## src/rtl/p2_stride_seq.sv

```systemverilog
// ---------------------------------------------------------------------------
// p2_stride_seq
//
// Power-of-two stride decomposer for the SLDU. A slide stride is accepted
// over a valid/ready handshake and then emitted as one beat per set bit,
// each beat carrying a single one-hot power-of-two component. Bit order is
// LSB-first or MSB-first depending on LsbFirst. A new stride can be accepted
// in the same cycle as the last beat of the previous one, so back-to-back
// strides produce beats on consecutive cycles.
//
// Ports
//   clk_i           clock
//   rst_i           asynchronous reset, active-high
//   flush_i         synchronous abort of the current sequence
//   stride_i        stride to decompose
//   dir_i           direction tag (1 = slide up), passed through
//   stride_valid_i  stride_i/dir_i valid
//   stride_ready_o  a stride can be accepted this cycle
//   p2_o            one-hot power-of-two component (0 for a zero stride)
//   p2_idx_o        bit index of p2_o
//   p2_step_o       beat number within the sequence, from 0
//   p2_dir_o        direction tag captured at accept
//   popc_o          popcount of the accepted stride
//   p2_last_o       final beat of the sequence
//   p2_valid_o      output beat valid
//   p2_ready_i      downstream consumes the beat
//   busy_o          a sequence is in progress
// ---------------------------------------------------------------------------
module p2_stride_seq #(
  parameter int unsigned NrLanes     = 4,
  parameter int unsigned StrideWidth = (8 * NrLanes > 1) ? $clog2(8 * NrLanes) : 1,
  parameter bit          LsbFirst    = 1'b1,
  parameter int unsigned CntW        = $clog2(StrideWidth + 1),
  parameter int unsigned IdxW        = (StrideWidth > 1) ? $clog2(StrideWidth) : 1
) (
  input  logic                   clk_i,
  input  logic                   rst_i,
  input  logic                   flush_i,
  input  logic [StrideWidth-1:0] stride_i,
  input  logic                   dir_i,
  input  logic                   stride_valid_i,
  output logic                   stride_ready_o,
  output logic [StrideWidth-1:0] p2_o,
  output logic [IdxW-1:0]        p2_idx_o,
  output logic [CntW-1:0]        p2_step_o,
  output logic                   p2_dir_o,
  output logic [CntW-1:0]        popc_o,
  output logic                   p2_last_o,
  output logic                   p2_valid_o,
  input  logic                   p2_ready_i,
  output logic                   busy_o
);

  typedef enum logic {
    IDLE = 1'b0,
    EMIT = 1'b1
  } state_e;

  state_e                 state_q, state_d;
  logic [StrideWidth-1:0] rem_q, rem_d;     // bits of the stride not yet emitted
  logic                   dir_q, dir_d;
  logic [CntW-1:0]        popc_q, popc_d;
  logic [CntW-1:0]        step_q, step_d;

  logic                   sel_found;
  logic [IdxW-1:0]        sel_idx;
  logic [StrideWidth-1:0] sel_p2;
  logic                   emit;
  logic                   last_beat;
  logic                   fire;
  logic                   accept;

  function automatic logic [CntW-1:0] popcount(input logic [StrideWidth-1:0] v);
    logic [CntW-1:0] cnt;
    cnt = '0;
    for (int i = 0; i < StrideWidth; i++) begin
      cnt = cnt + CntW'(v[i]);
    end
    return cnt;
  endfunction

  // -------------------------------------------------------------------------
  // Beat selection: pick the lowest (or highest) set bit of the remaining
  // stride. The scan direction is fixed at elaboration, so only one priority
  // chain is built.
  // -------------------------------------------------------------------------
  // NOTE: every signal written in an always_comb gets a default at the top so
  // no path through the block leaves it unassigned and no latch is inferred.
  always_comb begin
    sel_found = 1'b0;
    sel_idx   = '0;
    for (int i = 0; i < StrideWidth; i++) begin
      if (LsbFirst) begin
        if (!sel_found && rem_q[i]) begin
          sel_found = 1'b1;
          sel_idx   = IdxW'(i);
        end
      end else begin
        if (!sel_found && rem_q[StrideWidth-1-i]) begin
          sel_found = 1'b1;
          sel_idx   = IdxW'(StrideWidth - 1 - i);
        end
      end
    end
  end

  // A zero stride leaves sel_found low, giving the single p2=0, idx=0 beat.
  assign sel_p2    = sel_found ? (StrideWidth'(1) << sel_idx) : '0;
  assign emit      = (state_q == EMIT);
  assign last_beat = emit && ((rem_q ^ sel_p2) == '0);
  assign fire      = emit && p2_ready_i;

  // Ready deliberately ignores flush_i: during a flush it may read 1, but the
  // accept term below still blocks the handshake.
  assign stride_ready_o = (state_q == IDLE) || (fire && last_beat);
  assign accept         = stride_valid_i && stride_ready_o && !flush_i;

  // -------------------------------------------------------------------------
  // Next-state logic. Priority: flush, then accept (which in EMIT can only
  // coincide with the last beat transferring), then a plain beat transfer.
  // Registers are cleared whenever the block drops to IDLE, so all beat
  // outputs read 0 while idle.
  // -------------------------------------------------------------------------
  always_comb begin
    state_d = state_q;
    rem_d   = rem_q;
    dir_d   = dir_q;
    popc_d  = popc_q;
    step_d  = step_q;

    if (flush_i) begin
      state_d = IDLE;
      rem_d   = '0;
      dir_d   = 1'b0;
      popc_d  = '0;
      step_d  = '0;
    end else if (accept) begin
      state_d = EMIT;
      rem_d   = stride_i;
      dir_d   = dir_i;
      popc_d  = popcount(stride_i);
      step_d  = '0;
    end else if (fire) begin
      if (last_beat) begin
        state_d = IDLE;
        rem_d   = '0;
        dir_d   = 1'b0;
        popc_d  = '0;
        step_d  = '0;
      end else begin
        rem_d  = rem_q ^ sel_p2;
        step_d = step_q + CntW'(1);
      end
    end
  end

  // NOTE: sequential state uses non-blocking assignments so every register
  // samples the pre-edge values, independent of statement order.
  always_ff @(posedge clk_i or posedge rst_i) begin
    if (rst_i) begin
      state_q <= IDLE;
      rem_q   <= '0;
      dir_q   <= 1'b0;
      popc_q  <= '0;
      step_q  <= '0;
    end else begin
      state_q <= state_d;
      rem_q   <= rem_d;
      dir_q   <= dir_d;
      popc_q  <= popc_d;
      step_q  <= step_d;
    end
  end

  // All beat outputs derive from registered state only; while the beat is
  // stalled nothing they depend on changes, so they hold stable.
  assign p2_o       = sel_p2;
  assign p2_idx_o   = sel_idx;
  assign p2_step_o  = step_q;
  assign p2_dir_o   = dir_q;
  assign popc_o     = popc_q;
  assign p2_last_o  = last_beat;
  assign p2_valid_o = emit;
  assign busy_o     = emit;

endmodule

```

## config.mk

```make
export PLATFORM = sky130hd
export DESIGN_NAME = p2_stride_seq
export DESIGN_NICKNAME = d
export VERILOG_FILES = /design/src/rtl/p2_stride_seq.sv
export SDC_FILE = /design/constraint.sdc
export NUM_CORES = 1
export LEC_CHECK = 0
export ABC_AREA = 0
export CAP_MARGIN = 20
export CELL_PAD_IN_SITES_DETAIL_PLACEMENT = 1
export CELL_PAD_IN_SITES_GLOBAL_PLACEMENT = 2
export CORE_UTILIZATION = 37
export DETAILED_ROUTE_END_ITERATION = 8
export DONT_BUFFER_PORTS = 1
export GPL_ROUTABILITY_DRIVEN = 0
export HOLD_SLACK_MARGIN = 0.1
export PLACE_DENSITY_LB_ADDON = 0.1
export SLEW_MARGIN = 25
export SYNTH_ARGS = -nofsm -noshare
export SYNTH_HDL_FRONTEND = slang
export SYNTH_SLANG_ARGS = --single-unit
```

## constraint.sdc

```tcl
create_clock -name clk_i -period 1.9 [get_ports clk_i]
set_input_delay 0.38 -clock clk_i [delete_from_list [all_inputs] [get_ports clk_i]]
set_output_delay 0.38 -clock clk_i [all_outputs]
set_load 0.02 [all_outputs]
```

==> results of run 1 <==
-- per-layer routing --
layer  part of all wire  routed length, microns  vias up  track usage
li1                   -                       -      342            -
met1               0.44                     969      372        0.223
met2               0.52                    1140       17        0.325
met3              0.037                      82        0       0.0380
met4                  0                       0        0       0.0586
met5                  0                       0        -            0
-- power breakdown --
group | internal (mW) | switching (mW)
clock network | 0.0780 | 0.0982
logic | 0.134 | 0.145
registers | 0.296 | 0.0352
total | 0.509 | 0.279
-- final timing paths --
| path | slack (ps) | from | to |
|---|---|---|---|
| worst min register to register | 640 | popc_o[0] | popc_o[0] |
| worst min-delay path | 150 | flush_i | busy_o |
| min in group asynchronous | 570 | rst_i | p2_step_o[1] |
| worst max-delay path | -20 | rem_q[1] | stride_ready_o |
| worst max register to register | 60 | rem_q[3] | rem_q[0] |
| max in group asynchronous | 960 | rst_i | rem_q[2] |
-- state kept, by name, indices dropped and copies added, names as in the netlist --
signal     cells
busy_o         1
p2_dir_o       1
p2_step_o      3
popc_o         3
rem_q          5
-- placed cells by master (no fill, tap or decap), types with 2 or more instances in the layout --
cell type and n:
a22o_1 3, clkbuf_4 3, nor3b_1 2, inv_1 11, and2_4 2, nor2_1 4
dfrtp_1 10, nand2_1 3, a211oi_1 2, nor4_4 2, o211ai_1 2, buf_4 14
a2111oi_2 2, o21ai_0 2, dfrtp_2 3, buf_6 2, mux2_4 4, ha_1 2
buf_12 2, fa_1 2, nor3_1 5
-- worst register-to-register path: cells and delay by family (launching register included) --
kind | cells | cell delay [ps]
compound gates | 1 | 520
flops | 1 | 430
simple gates | 2 | 320
mux | 1 | 320
buf+inv | 1 | 150
-- logic make-up (layout without fill, tap and decap cells) --
family          Yosys count  in the layout  share of synthesized area
simple gates             27             27                      0.197
compound gates           19             19                      0.189
buf+inv                  18             34                     0.0924
flops                    13             13                      0.353
fa+ha+maj                 5              5                     0.0829
mux                       5              5                     0.0761
xor+xnor                  1              1                    0.00951
-- area by class of cell --
cell class	instances	area, sq um	area share
inverters	11	41.3	0.0359
clock inverters	1	5.00	0.00435
flip-flops and latches	13	329	0.286
multi-input cells	57	539	0.469
repair buffers	19	178	0.155
clock buffers	3	22.5	0.0196
well taps	28	35.0	0.0305
-- what timing repair did --
action | 4_1_cts | 5_1_grt
endpoints found under the hold margin | 13 | 0
setup buffers | 8 | 0
hold buffers | 1 | 0
resized for setup | 7 | 5
gates cloned | 0 | 0
endpoints found under the setup margin | 4 | 14
pin swaps | 4 | 6
-- per-stage QoR --
stage,utilization,cells,setup WS (ps),hold slack (ps)
after floorplan,-,88,38.0,257
after global placement,0.439,119,6.73,328
after detailed placement,0.439,119,-13.0,328
after CTS,0.493,132,-69.4,149
after global routing,0.505,132,-81.9,148
final,0.505,132,-21.1,154
==> results.tsv, run 1 <==
metric	value	unit
via count	731	
root buffer cell	clkbuf_4	
leakage power	0.529	nW
max_slew headroom	0.663	
largest cells by area after synthesis	dfrtp_1 35%, mux2_4 6.5%, inv_1 4.5%	
pwr dens	685	mW/mm^2
Final min period	1920	ps
critical path depth	4	
critical path's top delay family	flip-flops	
Avg WL per Cell	16.6	microns
Synth Area per Inst	10.5	sq um
Initial Utilization	0.405	
Hold Fails Final Rpt	0	
Slowest-stage cell, CP	dfrtp_2	
failing checks	negative setup slack	
Async SR Flop Fraction	1.00	
skew final	2.75	ps
synth cell count leaders	13 x dfrtp_1, 11 x inv_1, 5 x nor3_1	
first-iteration detailed-routing DRC count	4	
Crit Path Max Fanout	4	
unrepaired setup endpoints after global routing	true	
Clock Path Buffers	2	
global-route wire length before repair	3.51	mm
Antenna Nets Post-Route	0	
Worst Setup End Kind	output port	
initial antenna violation count	0	
setup TNS	-61.2	ps
fmax	0.521	GHz
WP data arrival	1540	ps
clock slew at the register clock pins of the worst setup and hold paths	90	ps
Core ar.	0.00228	sq mm
proportion of layout cells with a drive suffix above 1	0.404	
Buf+Inv Stages, Crit Path	0	
placed inst area	1000	sq um
clock sink count	13	
die footprint	0.00269	sq mm
period utilisation layout	1.01	
n_diodes	0	
TritonCTS clock tree	done	
Slew Limit Fails	0	
Clock Latency Late Sink	280	ps
drt first pass iters	2	
row count	17	
HPWL Detailed	1.57	mm
vias per std cell	5.54	
top-count cell post-synth	dfrtp_1	
IO Count	30	
Fill cells	249	
leading area contributor after synthesis	dfrtp_1	
vias in the first global route	767	
outcome	finished with violations	
syn_nets	103	
largest net degree at the start of global routing	14	
VDD IR max	0.422	mV
DRC	0	
WS Path Type	reg -> out	
Max-cap violations	0	
Worst Hold Path Cells	1	
Post-Synthesis Cell Area	921	sq um
fin area	0.00115	sq mm
Mapped Cells	88	
CP cell instances	maj3_2, o31ai_4, nand2_1, nand2_2	
Tot GR Track Use	0.185	
synthesis-stage register bit count	13	
Nets	120	
sequential area share after synthesis	0.353	
Post-synth top flop	dfrtp_1	
Worst Setup Slack, final	-21.1	ps
Ys Warns	0	
I/O Buffers	0	
R2R depth	5	
CP max stage delay	460	ps
area growth from synthesis to layout	24.9	%
Startpoint Class	flop	
Tot Pwr	0.787	mW
die height	51.9	microns
Post-synth EDFFs	0	
hold crit path type	in -> reg	
total CTS buffers	3	
WP data required	1520	ps
htree depth	1	
Die Wd	51.9	microns
DRT Wirelength	2.19	mm
Synth top area share	0.353	
Slew @ Worst Pin	506	ps
count of different cell masters after synthesis	39	
GR Overflow Total	0	
Final setup viols	4	
(Power assumes the default switching activity.)
==> inputs of run 2 (changes only) <==
Settings changed: TNS_END_PERCENT from default to 10.
==> run 2 against run 1 <==
Critical endpoint unchanged. Routed wire length shrank 0.82%. Setup slack lost 2.8 ps. Register-to-register slack is essentially flat. Highest routed layer unchanged. Die area is the same. The flow still finishes with violations (negative setup slack).
==> results.tsv, run 2 (synthesis gave the netlist of run 1 again) <==
metric	value	unit
Antenna Nets Post-Route	0	
vias in the first global route	767	
clock slew at the register clock pins of the worst setup and hold paths	90	ps
Avg WL per Cell	16.5	microns
GR Overflow Total	0	
die footprint	0.00269	sq mm
VDD IR max	0.427	mV
leakage power	0.525	nW
HPWL Detailed	1.57	mm
Core ar.	0.00228	sq mm
drt first pass iters	4	
period utilisation layout	1.01	
global-route wire length before repair	3.51	mm
DRT Wirelength	2.18	mm
clock sink count	13	
htree depth	1	
area growth from synthesis to layout	23.5	%
unrepaired setup endpoints after global routing	true	
DRC	0	
Die Wd	51.9	microns
Most flops, register	rem_q	
sequential power share	0.424	
WS Path Type	reg -> out	
first-iteration detailed-routing DRC count	7	
Final min period	1920	ps
Hold Fails Final Rpt	0	
WP data arrival	1540	ps
Tot GR Track Use	0.185	
Sw Share	0.354	
Crit Path Max Fanout	4	
total CTS buffers	3	
pwr dens	688	mW/mm^2
row count	17	
commonest non-fill, non-tap cell in the layout	buf_4	
R2R depth	8	
Worst Setup End Kind	output port	
Slowest-stage cell, CP	dfrtp_2	
Finished Layout Cells	132	
Clock Latency Late Sink	280	ps
Net Sw Power	0.277	mW
FF-to-FF Start	rem_q[1]	
Max-cap violations	0	
vias per std cell	5.60	
Worst Hold Launch	flush_i	
placed cells	119	
IO Count	30	
max FFs per register	5	
Comb pwr share	0.349	
Tot Pwr	0.783	mW
Power Internal	0.506	mW
proportion of layout cells with a drive suffix above 1	0.404	
max_slew headroom	0.663	
CP max stage delay	460	ps
flop2flop setup slack	50	ps
TritonCTS clock tree	done	
Clk pwr share	0.227	
skew final	4.46	ps
Final setup viols	4	
capturing point of the worst reg2reg path	popc_o[2]	
Core Util, Final	0.500	
fmax	0.520	GHz
hold crit path type	in -> reg	
initial antenna violation count	0	
worst slack, placed	-13.0	ps
I/O Buffers	0	
CP cell instances	maj3_2, o31ai_4, nand2_1, nand2_2	
Startpoint Class	flop	
die height	51.9	microns
root buffer cell	clkbuf_4	
WP data required	1520	ps
Slew @ Worst Pin	505	ps
worst hold endpoint	busy_o	
n_diodes	0	
Slew Limit Fails	0	
final hold slack	153	ps
Nets	120	
Clock Path Buffers	2	
via count	739	
Initial Utilization	0.405	
Worst Hold Path Cells	1	
largest net degree at the start of global routing	14	
failing checks	negative setup slack	
most frequent cells in the layout	15 x buf_4, 11 x inv_1, 10 x dfrtp_1	
Worst Setup Slack, final	-23.9	ps
outcome	finished with violations	
==> run 2: worst max path at each step <==
stage                start        endpoint  slack (ps)  cells after the start
2_1_floorplan  stride_i[0]       popc_o[1]          40                      6
3_3_place_gp   stride_i[0]       popc_o[1]           7                      6
3_5_place_dp   stride_i[0]       popc_o[1]         -10                      6
4_1_cts           rem_q[1]  stride_ready_o         -70                      4
5_1_grt           rem_q[1]  stride_ready_o         -80                      4
6_report          rem_q[1]  stride_ready_o         -20                      4
==> run 2: critical path, delay by kind of cell, from the launching register on <==
| family | cells | cell delay, ps |
|---|---|---|
| compound gates | 1 | 240 |
| fa+ha+maj | 1 | 330 |
| flops | 1 | 460 |
| simple gates | 2 | 230 |
==> run 2: final cells by class <==
type,instances,area (sq um)
inverters,11,41.3
clock inverters,1,5.00
fillers,245,1140
clock buffers,3,22.5
well taps,28,35.0
repair buffers,19,174
multi-input cells,57,531
flip-flops and latches,13,329
==> run 2: metrics by stage <==
stage          setup TNS, ps  cell area, sq um
6_report               -45.6              1140
5_1_grt                 -285              1140
4_1_cts                 -135              1120
3_5_place_dp           -13.0              1000
3_3_place_gp               0              1000
2_1_floorplan              0               921
==> run 2: metal layers <==
layer  track usage  vias up  share of wire
li1              -      343              -
met1         0.223      379           0.44
met2         0.325       17           0.52
met3        0.0380        0          0.037
met4        0.0586        0              0
met5             0        -              0
==> run 2: what timing repair did <==
action / 4_1_cts / 5_1_grt
hold endpoints to repair: 13 / 0
pin swaps: 4 / 4
resized for setup: 7 / 3
endpoints found under the setup margin: 4 / 14
hold buffers: 1 / 0
setup buffers: 8 / 0
==> run 2: power by group through the flow <==
stage | registers [mW] | logic, mW | clock network, mW
finish | 0.332 | 0.273 | 0.177
CTS | 0.330 | 0.272 | 0.180
global placement | 0.340 | 0.223 | 0
global route | 0.335 | 0.297 | 0.193
floorplan | 0.333 | 0.178 | 0
detailed placement | 0.340 | 0.226 | 0
